**config.mk**
```make
export PLATFORM = sky130hd
export DESIGN_NAME = gerenciador_de_posicionamento_flat
export DESIGN_NICKNAME = d
export VERILOG_FILES = /design/src/rtl/gerenciador_de_posicionamento_pkg.sv /design/src/rtl/gerenciador_de_posicionamento_if.sv /design/src/rtl/gerenciador_de_posicionamento_gerador_de_navio.sv /design/src/rtl/gerenciador_de_posicionamento.sv /design/src/flat_wrapper.sv
export SDC_FILE = /design/constraint.sdc
export NUM_CORES = 1
export LEC_CHECK = 0
export CORE_MARGIN = 2
export CORE_UTILIZATION = 54
export CTS_BUF_LIST = sky130_fd_sc_hd__clkbuf_16
export CTS_CLUSTER_SIZE = 24
export DETAILED_ROUTE_END_ITERATION = 6
export HOLD_SLACK_MARGIN = 0.15
export PLACE_DENSITY_LB_ADDON = 0.15
export REMOVE_ABC_BUFFERS = 1
export SYNTH_ARGS = -nofsm -noshare
export SYNTH_HDL_FRONTEND = slang
export SYNTH_HIERARCHICAL = 1
export SYNTH_SLANG_ARGS = --single-unit
```
**constraint.sdc**
```tcl
create_clock -name clock -period 4.2 [get_ports clock]
set_input_delay 0.42 -clock clock [delete_from_list [all_inputs] [get_ports clock]]
set_output_delay 0.42 -clock clock [all_outputs]
set_load 0.01 [all_outputs]
```
**src/rtl/gerenciador_de_posicionamento_pkg.sv**
```systemverilog
// Shared constants, state encoding and ship-size table for the ship placement block.
package gerenciador_de_posicionamento_pkg;

    localparam int NUM_COLUNAS  = 5;
    localparam int NUM_LINHAS   = 7;
    localparam int NUM_NAVIOS   = 3;
    localparam int MAX_TAMANHO  = 3;

    typedef enum logic [1:0] {
        INATIVO      = 2'd0,
        POSICIONANDO = 2'd1,
        PRONTO       = 2'd2
    } estado_t;

    // Ships shrink as placement progresses; index 3 (done) has no footprint.
    function automatic logic [1:0] tamanho_navio(input logic [1:0] indice);
        case (indice)
            2'd0:    return 2'd3;
            2'd1:    return 2'd2;
            2'd2:    return 2'd1;
            default: return 2'd0;
        endcase
    endfunction

endpackage

```
**src/rtl/gerenciador_de_posicionamento_if.sv**
```systemverilog
// Player-facing bundle of the placement block: coordinates, confirm button, maps and status LEDs.
interface gerenciador_de_posicionamento_if;
    import gerenciador_de_posicionamento_pkg::*;

    logic                  enable;
    logic [2:0]            coordColuna;
    logic [2:0]            coordLinha;
    logic                  orientacao;
    logic                  confirmar;
    logic [NUM_LINHAS-1:0] mapa0;
    logic [NUM_LINHAS-1:0] mapa1;
    logic [NUM_LINHAS-1:0] mapa2;
    logic [NUM_LINHAS-1:0] mapa3;
    logic [NUM_LINHAS-1:0] mapa4;
    logic [1:0]            navio_atual;
    logic                  pronto;
    logic                  LED_R;
    logic                  LED_G;
    logic                  LED_B;

    modport master (
        output enable, coordColuna, coordLinha, orientacao, confirmar,
        input  mapa0, mapa1, mapa2, mapa3, mapa4, navio_atual, pronto, LED_R, LED_G, LED_B
    );

    modport slave (
        input  enable, coordColuna, coordLinha, orientacao, confirmar,
        output mapa0, mapa1, mapa2, mapa3, mapa4, navio_atual, pronto, LED_R, LED_G, LED_B
    );

endinterface

```
**src/rtl/gerenciador_de_posicionamento_gerador_de_navio.sv**
```systemverilog
// Combinational ship footprint builder: anchor + orientation + size -> 5x7 cell mask and bounds flag.
module gerador_de_navio
    import gerenciador_de_posicionamento_pkg::*;
(
    input  logic [2:0]                             coluna_i,
    input  logic [2:0]                             linha_i,
    input  logic                                   orientacao_i,
    input  logic [1:0]                             tamanho_i,
    output logic [NUM_COLUNAS-1:0][NUM_LINHAS-1:0] pegada_o,
    output logic                                   fora_do_mapa_o
);

    logic [3:0] colunaCelula;
    logic [3:0] linhaCelula;

    // One extra bit on the cell coordinates so cells past the edge are caught, not wrapped.
    always_comb begin
        pegada_o       = '0;
        fora_do_mapa_o = 1'b0;
        colunaCelula   = 4'd0;
        linhaCelula    = 4'd0;
        for (int k = 0; k < MAX_TAMANHO; k++) begin
            colunaCelula = {1'b0, coluna_i} + (orientacao_i ? 4'd0 : 4'(k));
            linhaCelula  = {1'b0, linha_i}  + (orientacao_i ? 4'(k) : 4'd0);
            if (k < int'(tamanho_i)) begin
                if (colunaCelula >= 4'(NUM_COLUNAS) || linhaCelula >= 4'(NUM_LINHAS)) begin
                    fora_do_mapa_o = 1'b1;
                end else begin
                    pegada_o[colunaCelula[2:0]][linhaCelula[2:0]] = 1'b1;
                end
            end
        end
    end

endmodule

```
**src/rtl/gerenciador_de_posicionamento.sv**
```systemverilog
// Ship placement manager: confirm edge detection, overlap check, placement FSM and map registers.
module gerenciador_de_posicionamento #(
    parameter int NUM_COLUNAS = gerenciador_de_posicionamento_pkg::NUM_COLUNAS,
    parameter int NUM_LINHAS  = gerenciador_de_posicionamento_pkg::NUM_LINHAS,
    parameter int NUM_NAVIOS  = gerenciador_de_posicionamento_pkg::NUM_NAVIOS
) (
    input  logic                          clock,
    input  logic                          reset,
    gerenciador_de_posicionamento_if.slave bus
);
    import gerenciador_de_posicionamento_pkg::*;

    estado_t                               estado_q, estado_d;
    logic [NUM_COLUNAS-1:0][NUM_LINHAS-1:0] mapa_q, mapa_d;
    logic [NUM_COLUNAS-1:0][NUM_LINHAS-1:0] pegada;
    logic [1:0]                             navio_q, navio_d;
    logic                                   ledR_q, ledR_d;
    logic                                   ledG_q, ledG_d;
    logic                                   ledB_q, ledB_d;
    logic                                   confirmar_q;
    logic                                   evento;
    logic                                   foraDoMapa;
    logic                                   sobreposicao;
    logic [1:0]                             tamanho;

    assign tamanho      = tamanho_navio(navio_q);
    assign evento       = bus.confirmar & ~confirmar_q;
    assign sobreposicao = |(pegada & mapa_q);

    gerador_de_navio u_gerador (
        .coluna_i       (bus.coordColuna),
        .linha_i        (bus.coordLinha),
        .orientacao_i   (bus.orientacao),
        .tamanho_i      (tamanho),
        .pegada_o       (pegada),
        .fora_do_mapa_o (foraDoMapa)
    );

    always_ff @(posedge clock) begin
        if (reset) begin
            estado_q    <= INATIVO;
            mapa_q      <= '0;
            navio_q     <= 2'd0;
            ledR_q      <= 1'b0;
            ledG_q      <= 1'b0;
            ledB_q      <= 1'b0;
            confirmar_q <= 1'b0;
        end else begin
            estado_q    <= estado_d;
            mapa_q      <= mapa_d;
            navio_q     <= navio_d;
            ledR_q      <= ledR_d;
            ledG_q      <= ledG_d;
            ledB_q      <= ledB_d;
            confirmar_q <= bus.confirmar;
        end
    end

    // Dropping enable wipes the whole placement from any state, before any confirm is considered.
    always_comb begin
        estado_d = estado_q;
        mapa_d   = mapa_q;
        navio_d  = navio_q;
        ledR_d   = ledR_q;
        ledG_d   = ledG_q;
        ledB_d   = ledB_q;
        if (!bus.enable) begin
            estado_d = INATIVO;
            mapa_d   = '0;
            navio_d  = 2'd0;
            ledR_d   = 1'b0;
            ledG_d   = 1'b0;
            ledB_d   = 1'b0;
        end else begin
            case (estado_q)
                INATIVO: estado_d = POSICIONANDO;
                POSICIONANDO: begin
                    if (evento) begin
                        if (!foraDoMapa && !sobreposicao) begin
                            mapa_d  = mapa_q | pegada;
                            navio_d = navio_q + 2'd1;
                            ledR_d  = 1'b0;
                            ledG_d  = 1'b1;
                            if (navio_q == 2'(NUM_NAVIOS - 1)) begin
                                estado_d = PRONTO;
                                ledG_d   = 1'b0;
                                ledB_d   = 1'b1;
                            end
                        end else begin
                            ledR_d = 1'b1;
                            ledG_d = 1'b0;
                        end
                    end
                end
                PRONTO:  estado_d = PRONTO;
                default: estado_d = INATIVO;
            endcase
        end
    end

    assign bus.mapa0       = mapa_q[0];
    assign bus.mapa1       = mapa_q[1];
    assign bus.mapa2       = mapa_q[2];
    assign bus.mapa3       = mapa_q[3];
    assign bus.mapa4       = mapa_q[4];
    assign bus.navio_atual = navio_q;
    assign bus.pronto      = (estado_q == PRONTO);
    assign bus.LED_R       = ledR_q;
    assign bus.LED_G       = ledG_q;
    assign bus.LED_B       = ledB_q;

endmodule
```
**src/flat_wrapper.sv**
```systemverilog
// flat-port wrapper written by rule: the top's interface ports become plain ports
module gerenciador_de_posicionamento_flat import gerenciador_de_posicionamento_pkg::*;
#(
    parameter int NUM_COLUNAS = gerenciador_de_posicionamento_pkg::NUM_COLUNAS,
    parameter int NUM_LINHAS  = gerenciador_de_posicionamento_pkg::NUM_LINHAS,
    parameter int NUM_NAVIOS  = gerenciador_de_posicionamento_pkg::NUM_NAVIOS
)
  (clock, reset, bus_enable, bus_coordColuna, bus_coordLinha, bus_orientacao, bus_confirmar, bus_mapa0, bus_mapa1, bus_mapa2, bus_mapa3, bus_mapa4, bus_navio_atual, bus_pronto, bus_LED_R, bus_LED_G, bus_LED_B);
  gerenciador_de_posicionamento_if bus_i ();
  input  logic clock;
  input  logic reset;
  input wire logic [$bits(bus_i.enable)-1:0] bus_enable;
  input wire logic [$bits(bus_i.coordColuna)-1:0] bus_coordColuna;
  input wire logic [$bits(bus_i.coordLinha)-1:0] bus_coordLinha;
  input wire logic [$bits(bus_i.orientacao)-1:0] bus_orientacao;
  input wire logic [$bits(bus_i.confirmar)-1:0] bus_confirmar;
  output wire logic [$bits(bus_i.mapa0)-1:0] bus_mapa0;
  output wire logic [$bits(bus_i.mapa1)-1:0] bus_mapa1;
  output wire logic [$bits(bus_i.mapa2)-1:0] bus_mapa2;
  output wire logic [$bits(bus_i.mapa3)-1:0] bus_mapa3;
  output wire logic [$bits(bus_i.mapa4)-1:0] bus_mapa4;
  output wire logic [$bits(bus_i.navio_atual)-1:0] bus_navio_atual;
  output wire logic [$bits(bus_i.pronto)-1:0] bus_pronto;
  output wire logic [$bits(bus_i.LED_R)-1:0] bus_LED_R;
  output wire logic [$bits(bus_i.LED_G)-1:0] bus_LED_G;
  output wire logic [$bits(bus_i.LED_B)-1:0] bus_LED_B;
  assign bus_i.enable = bus_enable;
  assign bus_i.coordColuna = bus_coordColuna;
  assign bus_i.coordLinha = bus_coordLinha;
  assign bus_i.orientacao = bus_orientacao;
  assign bus_i.confirmar = bus_confirmar;
  assign bus_mapa0 = bus_i.mapa0;
  assign bus_mapa1 = bus_i.mapa1;
  assign bus_mapa2 = bus_i.mapa2;
  assign bus_mapa3 = bus_i.mapa3;
  assign bus_mapa4 = bus_i.mapa4;
  assign bus_navio_atual = bus_i.navio_atual;
  assign bus_pronto = bus_i.pronto;
  assign bus_LED_R = bus_i.LED_R;
  assign bus_LED_G = bus_i.LED_G;
  assign bus_LED_B = bus_i.LED_B;
  gerenciador_de_posicionamento #(.NUM_COLUNAS(NUM_COLUNAS), .NUM_LINHAS(NUM_LINHAS), .NUM_NAVIOS(NUM_NAVIOS)) u_core (.clock(clock), .reset(reset), .bus(bus_i));
endmodule
```
== Word-level counts from Yosys, hierarchy flattened ==
Cells that the tools add are included.

* Flip-flop bits (word level): 43
* Bits of input ports: 11
* Output and inout port bits: 41
* Logic and storage cells: 107

* Add/subtract/negate cells: 5
* Magnitude comparators: 21
* Equal/unequal tests: 7
* Multiplexer cells: 36
* Bitwise logic cells: 7
* Reduce and logical (&&, ||, !) cells: 20

{| class="wikitable"
|+ Operators by type and width
! kind !! count
|-
| 2-to-1 mux 35 bit || 6
|-
| OR 35 bit || 3
|-
| demux 7 bit (select 3 bit) || 3
|-
| bitwise AND 35 bit || 1
|-
| OR reduction 35 bit || 1
|-
| < comparator 3 x 4 -> 1 bit, second input constant || 6
|-
| 2-to-1 mux 7 bit || 3
|-
| greater-or-equal comparator 3 x 1 -> 1 bit, second input constant || 6
|-
| greater-or-equal comparator 4 x 3 -> 1 bit, second input constant || 4
|-
| 2-to-1 mux 1 bit || 14
|-
| one-hot mux 2 bit (3 select lines) || 2
|-
| 2-to-1 mux 2 bit || 5
|-
| demux 1 bit (select 3 bit) || 3
|-
| adder 3 x 1 -> 4 bit || 2
|-
| adder 3 x 2 -> 4 bit || 2
|-
| logical AND 1 bit || 7
|-
| greater-or-equal comparator 3 bit, second input constant || 2
|-
| inequality test 2 x 1 -> 1 bit, second input constant || 3
|-
| AND reduction 3 bit || 2
|-
| == test 2 x 1 -> 1 bit, second input constant || 2
|-
| == test 2 bit, second input constant || 2
|-
| zero test 2 bit || 2
|-
| < comparator 1 x 2 -> 1 bit, first input constant || 2
|-
| AND reduction 4 bit || 1
|-
| other kinds (8) || 12
|}

== Longest topological paths before layout ==
* Depth in word-level cells: 21
* Depth in mapped cells: 15
* Depth with buffers taken out: 13

== Modules after synthesis ==
Netlist, hierarchy kept.

{| class="wikitable"
|+ By module, submodules not included
! module !! instances !! cells an instance !! area an instance (um2) !! seq. area each (um2)
|-
| gerenciador_de_posicionamento || 1 || 193 || 1,724.2 || 860.8
|-
| gerador_de_navio || 1 || 212 || 1,363.8 || 0.0
|}

== Worst setup path before layout ==
Ideal clock, no wire load.

* Kind: register to register
* Start point: register u_core.navio_q[0] (netlist: u_core/bus.navio_atual[0])
* End point: register u_core.navio_q[1] (netlist: u_core/bus.navio_atual[1])
* Arrival time: 3.169 ns
* Slack: 0.899 ns
* Cell stages (with the launch flop): 16
* Path buffers: 3
* Clock period less this slack: 3.301 ns
* Path through: dfxtp_1 -> inv_1 -> ha_1 -> or2_2 -> clkbuf_2 -> or2_2 -> clkbuf_1 -> nand2_1 -> nor2_1 -> a221o_1 -> a22oi_1 -> nand2_1 -> nor3_1 -> clkbuf_1 -> a21o_1 -> a21oi_1

{| class="wikitable"
|+ RTL lines
! element !! line !! source
|-
| start, declared || gerenciador_de_posicionamento.sv:16 || <nowiki>logic [1:0] navio_q, navio_d;</nowiki>
|-
| start signal, assigned || gerenciador_de_posicionamento.sv:51 || <nowiki>navio_q <= navio_d;</nowiki>
|}

==> summary.md <==
After synthesis, the mean cell area works out to 7.62 um^2. In this run the most critical hold path is launched from u_core/bus.LED_B. Worst setup path category: input pin to register.

After detailed routing, the number of remaining DRC violations is 0. The global placement routability congestion is 1.07. The run gives 0.383 as the global-route usage over all layers. In the routed layout, each cell is associated on average with a via count of 6.99. For the placed wire-length estimate, the log shows 9040 um. The run finished with clean final reports. The wire length of the first global-routing pass is 18,500 um, and the total iterations of the first detailed-routing run is 7. The internal power of the cells totals 0.000720 W.

The tools report the type of element capturing the critical path as a register. The logs give 0 for the final number of max-transition violations and 2 for the total number of H-tree levels. Measured in cells, the most critical reg-to-reg path has a length of 16.

The initial core utilization is 0.561, and the worst clock skew is 7.28 ps. Sorting the synthesized cells by area gives the leading types as sky130_fd_sc_hd__dfxtp_1 (28%), sky130_fd_sc_hd__a31oi_1 (7.5%), sky130_fd_sc_hd__nor2_1 (6.8%). The total die area was 6340 um^2; the number of flops mapped to enable cells by yosys was 0. The tools report the final hold slack as 474 ps. The library cell contributing the largest single delay on the critical path was sky130_fd_sc_hd__or4_4. In this run, post-CTS repair resized a total of 0 instances. In this run, the number of DRC markers left after iteration 0 of detailed routing was 584.

The clock group share of total power is 0.364. The tools report the number of core rows as 27. Walking the worst path, the cells encountered are clkdlybuf4s50_1 > inv_1 > ha_1 > ha_1 > or2_0 > a211o_1 > or4_4 > buf_4 > o221ai_1 > a22oi_1 > nand4_1 > nor4_4 > buf_4 > buf_4 > and2_1 > nor3_1. For the number of global-route vias before repair, the log shows 3,489.

The met2 layer usage reported by global route came out at 0.624. In this run the horizontal extent of the chip is 79.6 um. In this run the clock root is driven by a sky130_fd_sc_hd__clkbuf_16. Across the VDD grid, the largest voltage drop is 0.236 mV.

The core area came out at 5510 um^2. The logs give 61 for the count of unique library cells instantiated by Yosys and 4200 ps for the worst path arrival time. The routed wirelength normalized by instance count is 22.0 um. In this run the vertical extent of the chip is 79.6 um. After clock tree synthesis, the clock-pin slew on the worst setup and hold paths is 60 ps. Summed over all nets, the switching power comes to 0.000314 W. Proportion of synthesized chip area in sequential cells: 0.279. The path class of the tightest hold or removal check is register to register. The number of buffers inserted during clock tree synthesis was 5.

The fraction of met3 tracks used by global routing came out at 0.115. The finished layout cell area was 4050 um^2; the slew at the pin closest to its max-slew limit was 1090 ps. In this run the tool buffered the top-level ports with 51 buffer cells. The synthesized area is 3090 um^2.

The cell accounting for the most synthesized area is sky130_fd_sc_hd__dfxtp_1. Worst-path maximum fanout: 9. Compared with the post-synthesis result, the final layout area differs by 31.0%. The share of total power in combinational logic was 0.238. The worst hold path terminates at u_core/bus.LED_B. In the final design database the tool counted 507 nets. The share of final-layout standard cells stronger than drive strength 1 is 0.135. The required time of the worst setup path is 4400 ps, and the number of warnings reported in the yosys synthesis log is 6.

met2 is the most crowded layer. At the later pin of the worst-skew pair, clock insertion delay measures 290 ps. Across the run, the number of max-cap violations was 0.

The total overflow left after global routing is 0. For the global-route met1 utilization, the log shows 0.474. TritonCTS built the clock tree. In this run the power density over the cells is 256 nW/um^2.

Fill cells in the final layout number 395. The fraction of registers with async set/reset came out at 0. Share of the cycle needed by the critical path after routing: 0.952.

The sequential power share was 0.397. The number of antenna diodes in the final layout is 0. After synthesis the netlist holds a flip-flop and latch count of 43. The fraction of power spent switching nets works out to 0.304. The leakage power figure came out at 1.46 nW.

The tree built by TritonCTS fans out to 43 sinks. The critical path contains buffers and inverters numbering 5 combined. The achievable frequency is 0.250 GHz, and the number of cells on the worst hold path is 2.

Entering global routing, the biggest net connects 41 pins. The initial antenna violation count came out at 0. The cell type group with the largest total delay on the critical path was simple AND/OR/NAND/NOR gates. Detailed-route via count: 3,874. Counting stages on the worst path, the most repeated cell is sky130_fd_sc_hd__buf_4.

Headroom to the max-slew limit: 0.266. In this run the critical register-to-register path is captured at u_core/bus.LED_R. Startpoint type of the worst setup path: an input pin. The run gives 2 as the clock tree buffer depth. The number of primary I/O pins came out at 52. The final hold violation count is 0, and the wire length after detailed routing is 12,200 um.

Setup violation total in the final timing report: 0. The number of hold buffers added after CTS was 0. Counting every instance in the synthesized netlist gives 405.

The worst stage delay on the critical path works out to 530 ps. The area share of the largest cell type after synthesis is 0.279, and the minimum period implied by the final worst setup slack is 4000 ps. Once placement finished, the instance area stood at 3880 um^2. The worst register-to-register path begins at u_core/bus.navio_atual[0]. The worst register-to-register path has a setup slack of 370 ps.

The number of buffers inserted to repair setup after CTS is 0. For this run, the leading register cell type out of synthesis is sky130_fd_sc_hd__dfxtp_1. The tools report the number of nets with antenna violations after routing as 0.
## state kept, by name, summed over array words and instances, names as in the netlist
name,flops
u_core/bus.LED_R,1
u_core/bus.mapa4,7
u_core/bus.mapa3,7
u_core/estado_q,2
u_core/bus.LED_B,1
u_core/bus.mapa1,7
u_core/confirmar_q,1
u_core/bus.navio_atual,2
u_core/bus.LED_G,1
u_core/bus.mapa2,7
u_core/bus.mapa0,7
## worst min-delay path: cells and delay by family, from the launching register on
| family | cells | cell delay (ps) |
|---|---|---|
| DFF | 1 | 330 |
| and+or+nand+nor | 1 | 70 |
| AOI/OAI and AO/OA | 1 | 40 |
## metal layers
| metal | up-vias | part of all wire |
|---|---|---|
| met3 | 78 | 0.13 |
| li1 | 1680 | - |
| met2 | 355 | 0.46 |
| met5 | - | 0 |
| met1 | 1761 | 0.37 |
| met4 | 0 | 0.048 |
## cell usage after synthesis, types with 4 or more instances
cell type	instances
sky130_fd_sc_hd__inv_1	11
sky130_fd_sc_hd__a31oi_1	37
sky130_fd_sc_hd__dfxtp_1	43
sky130_fd_sc_hd__a22oi_1	22
sky130_fd_sc_hd__o211ai_1	4
sky130_fd_sc_hd__nor4_1	6
sky130_fd_sc_hd__a21oi_1	5
sky130_fd_sc_hd__clkbuf_1	14
sky130_fd_sc_hd__nor3_1	11
sky130_fd_sc_hd__buf_6	5
sky130_fd_sc_hd__a221o_1	6
sky130_fd_sc_hd__a32oi_1	4
sky130_fd_sc_hd__or2_2	5
sky130_fd_sc_hd__nand4_1	6
sky130_fd_sc_hd__nor2_1	56
sky130_fd_sc_hd__a21o_1	4
sky130_fd_sc_hd__ha_1	15
sky130_fd_sc_hd__buf_2	4
sky130_fd_sc_hd__o21ai_0	5
sky130_fd_sc_hd__o221ai_1	10
sky130_fd_sc_hd__nand2b_1	10
sky130_fd_sc_hd__nor3b_1	4
sky130_fd_sc_hd__nand2_1	44
sky130_fd_sc_hd__nand3_1	19
sky130_fd_sc_hd__nor2b_1	7
## power groups by stage
stage | clock (W) | combinational [W] | sequential (W)
6_report | 0.000377 | 0.000247 | 0.000411
5_1_grt | 0.000393 | 0.000258 | 0.000411
4_1_cts | 0.000373 | 0.000231 | 0.000411
3_5_place_dp | 0 | 0.000230 | 0.000420
3_3_place_gp | 0 | 0.000231 | 0.000420
2_1_floorplan | 0 | 0.000124 | 0.000420
## placed cells by master, fill, tap and decap left out, types with 2 or more instances in the layout
cell type | Yosys | layout
sky130_fd_sc_hd__xor2_1 | 2 | 2
sky130_fd_sc_hd__and3_1 | 3 | 3
sky130_fd_sc_hd__nand4_1 | 6 | 6
sky130_fd_sc_hd__nor3_1 | 11 | 10
sky130_fd_sc_hd__nor4_1 | 6 | 6
sky130_fd_sc_hd__a31oi_1 | 37 | 37
sky130_fd_sc_hd__and3b_1 | 2 | 2
sky130_fd_sc_hd__mux2i_1 | 2 | 2
sky130_fd_sc_hd__nor3b_1 | 4 | 4
sky130_fd_sc_hd__a32oi_1 | 4 | 4
sky130_fd_sc_hd__o221ai_1 | 10 | 10
sky130_fd_sc_hd__or2_2 | 5 | 5
sky130_fd_sc_hd__nand3b_1 | 3 | 3
sky130_fd_sc_hd__and2_1 | 3 | 3
sky130_fd_sc_hd__clkbuf_16 | 0 | 5
sky130_fd_sc_hd__ha_1 | 15 | 15
sky130_fd_sc_hd__nor2b_1 | 7 | 7
sky130_fd_sc_hd__a21oi_1 | 5 | 5
sky130_fd_sc_hd__nand2_1 | 44 | 44
sky130_fd_sc_hd__o211ai_1 | 4 | 4
sky130_fd_sc_hd__a22oi_1 | 22 | 22
sky130_fd_sc_hd__clkdlybuf4s50_1 | 0 | 51
sky130_fd_sc_hd__a21o_1 | 4 | 4
sky130_fd_sc_hd__nand3_1 | 19 | 19
sky130_fd_sc_hd__a221o_1 | 6 | 6
sky130_fd_sc_hd__xnor2_1 | 2 | 2
sky130_fd_sc_hd__dfxtp_1 | 43 | 43
sky130_fd_sc_hd__inv_1 | 11 | 12
sky130_fd_sc_hd__or3_1 | 2 | 2
sky130_fd_sc_hd__nand2b_1 | 10 | 10
sky130_fd_sc_hd__o21ai_0 | 5 | 5
sky130_fd_sc_hd__nand4b_1 | 2 | 2
sky130_fd_sc_hd__buf_12 | 0 | 2
sky130_fd_sc_hd__buf_4 | 1 | 41
sky130_fd_sc_hd__nor2_1 | 56 | 56
## cells by family after synthesis
kind of cell | Yosys count | synth area share
flops | 43 | 0.279
mux | 2 | 0.00648
compound gates | 110 | 0.262
simple gates | 194 | 0.319
buf+inv | 37 | 0.0616
fa+ha+maj | 15 | 0.0608
xor+xnor | 4 | 0.0113
## worst max-delay path by stage
stage	startpoint	end	slack (ps)	depth (start not counted)
after floorplan	u_core/bus.navio_atual[0]	u_core/bus.navio_atual[0]	-580	12
after global placement	bus_orientacao	u_core/bus.navio_atual[0]	50	14
after detailed placement	bus_orientacao	u_core/bus.mapa0[0]	-50	14
after CTS	bus_orientacao	u_core/bus.navio_atual[0]	240	14
after global routing	bus_orientacao	u_core/estado_q[1]	-0.2	15
final	bus_orientacao	u_core/bus.LED_R	200	16
## per-stage QoR
stage               utilization  std cells  total power [W]  setup TNS [ps]  setup WS (ps)
finish                    0.735        554          0.00103               0            200
global route              0.735        554          0.00106          -0.195         -0.195
CTS                       0.730        551          0.00102               0            243
detailed placement        0.704        543         0.000650            -145          -45.6
global placement          0.704        543         0.000651               0           51.2
floorplan                     -        379         0.000544          -20580           -582
## layout make-up
type	instances	area, um^2	area share
multi-input cells	325	2040	0.505
repair buffers	95	870	0.215
flip-flops and latches	43	861	0.213
clock buffers	5	125	0.0309
well taps	72	90.1	0.0223
inverters	11	41.3	0.0102
clock inverters	3	16.3	0.00402
No activity file was read; power rests on OpenSTA's default activity.
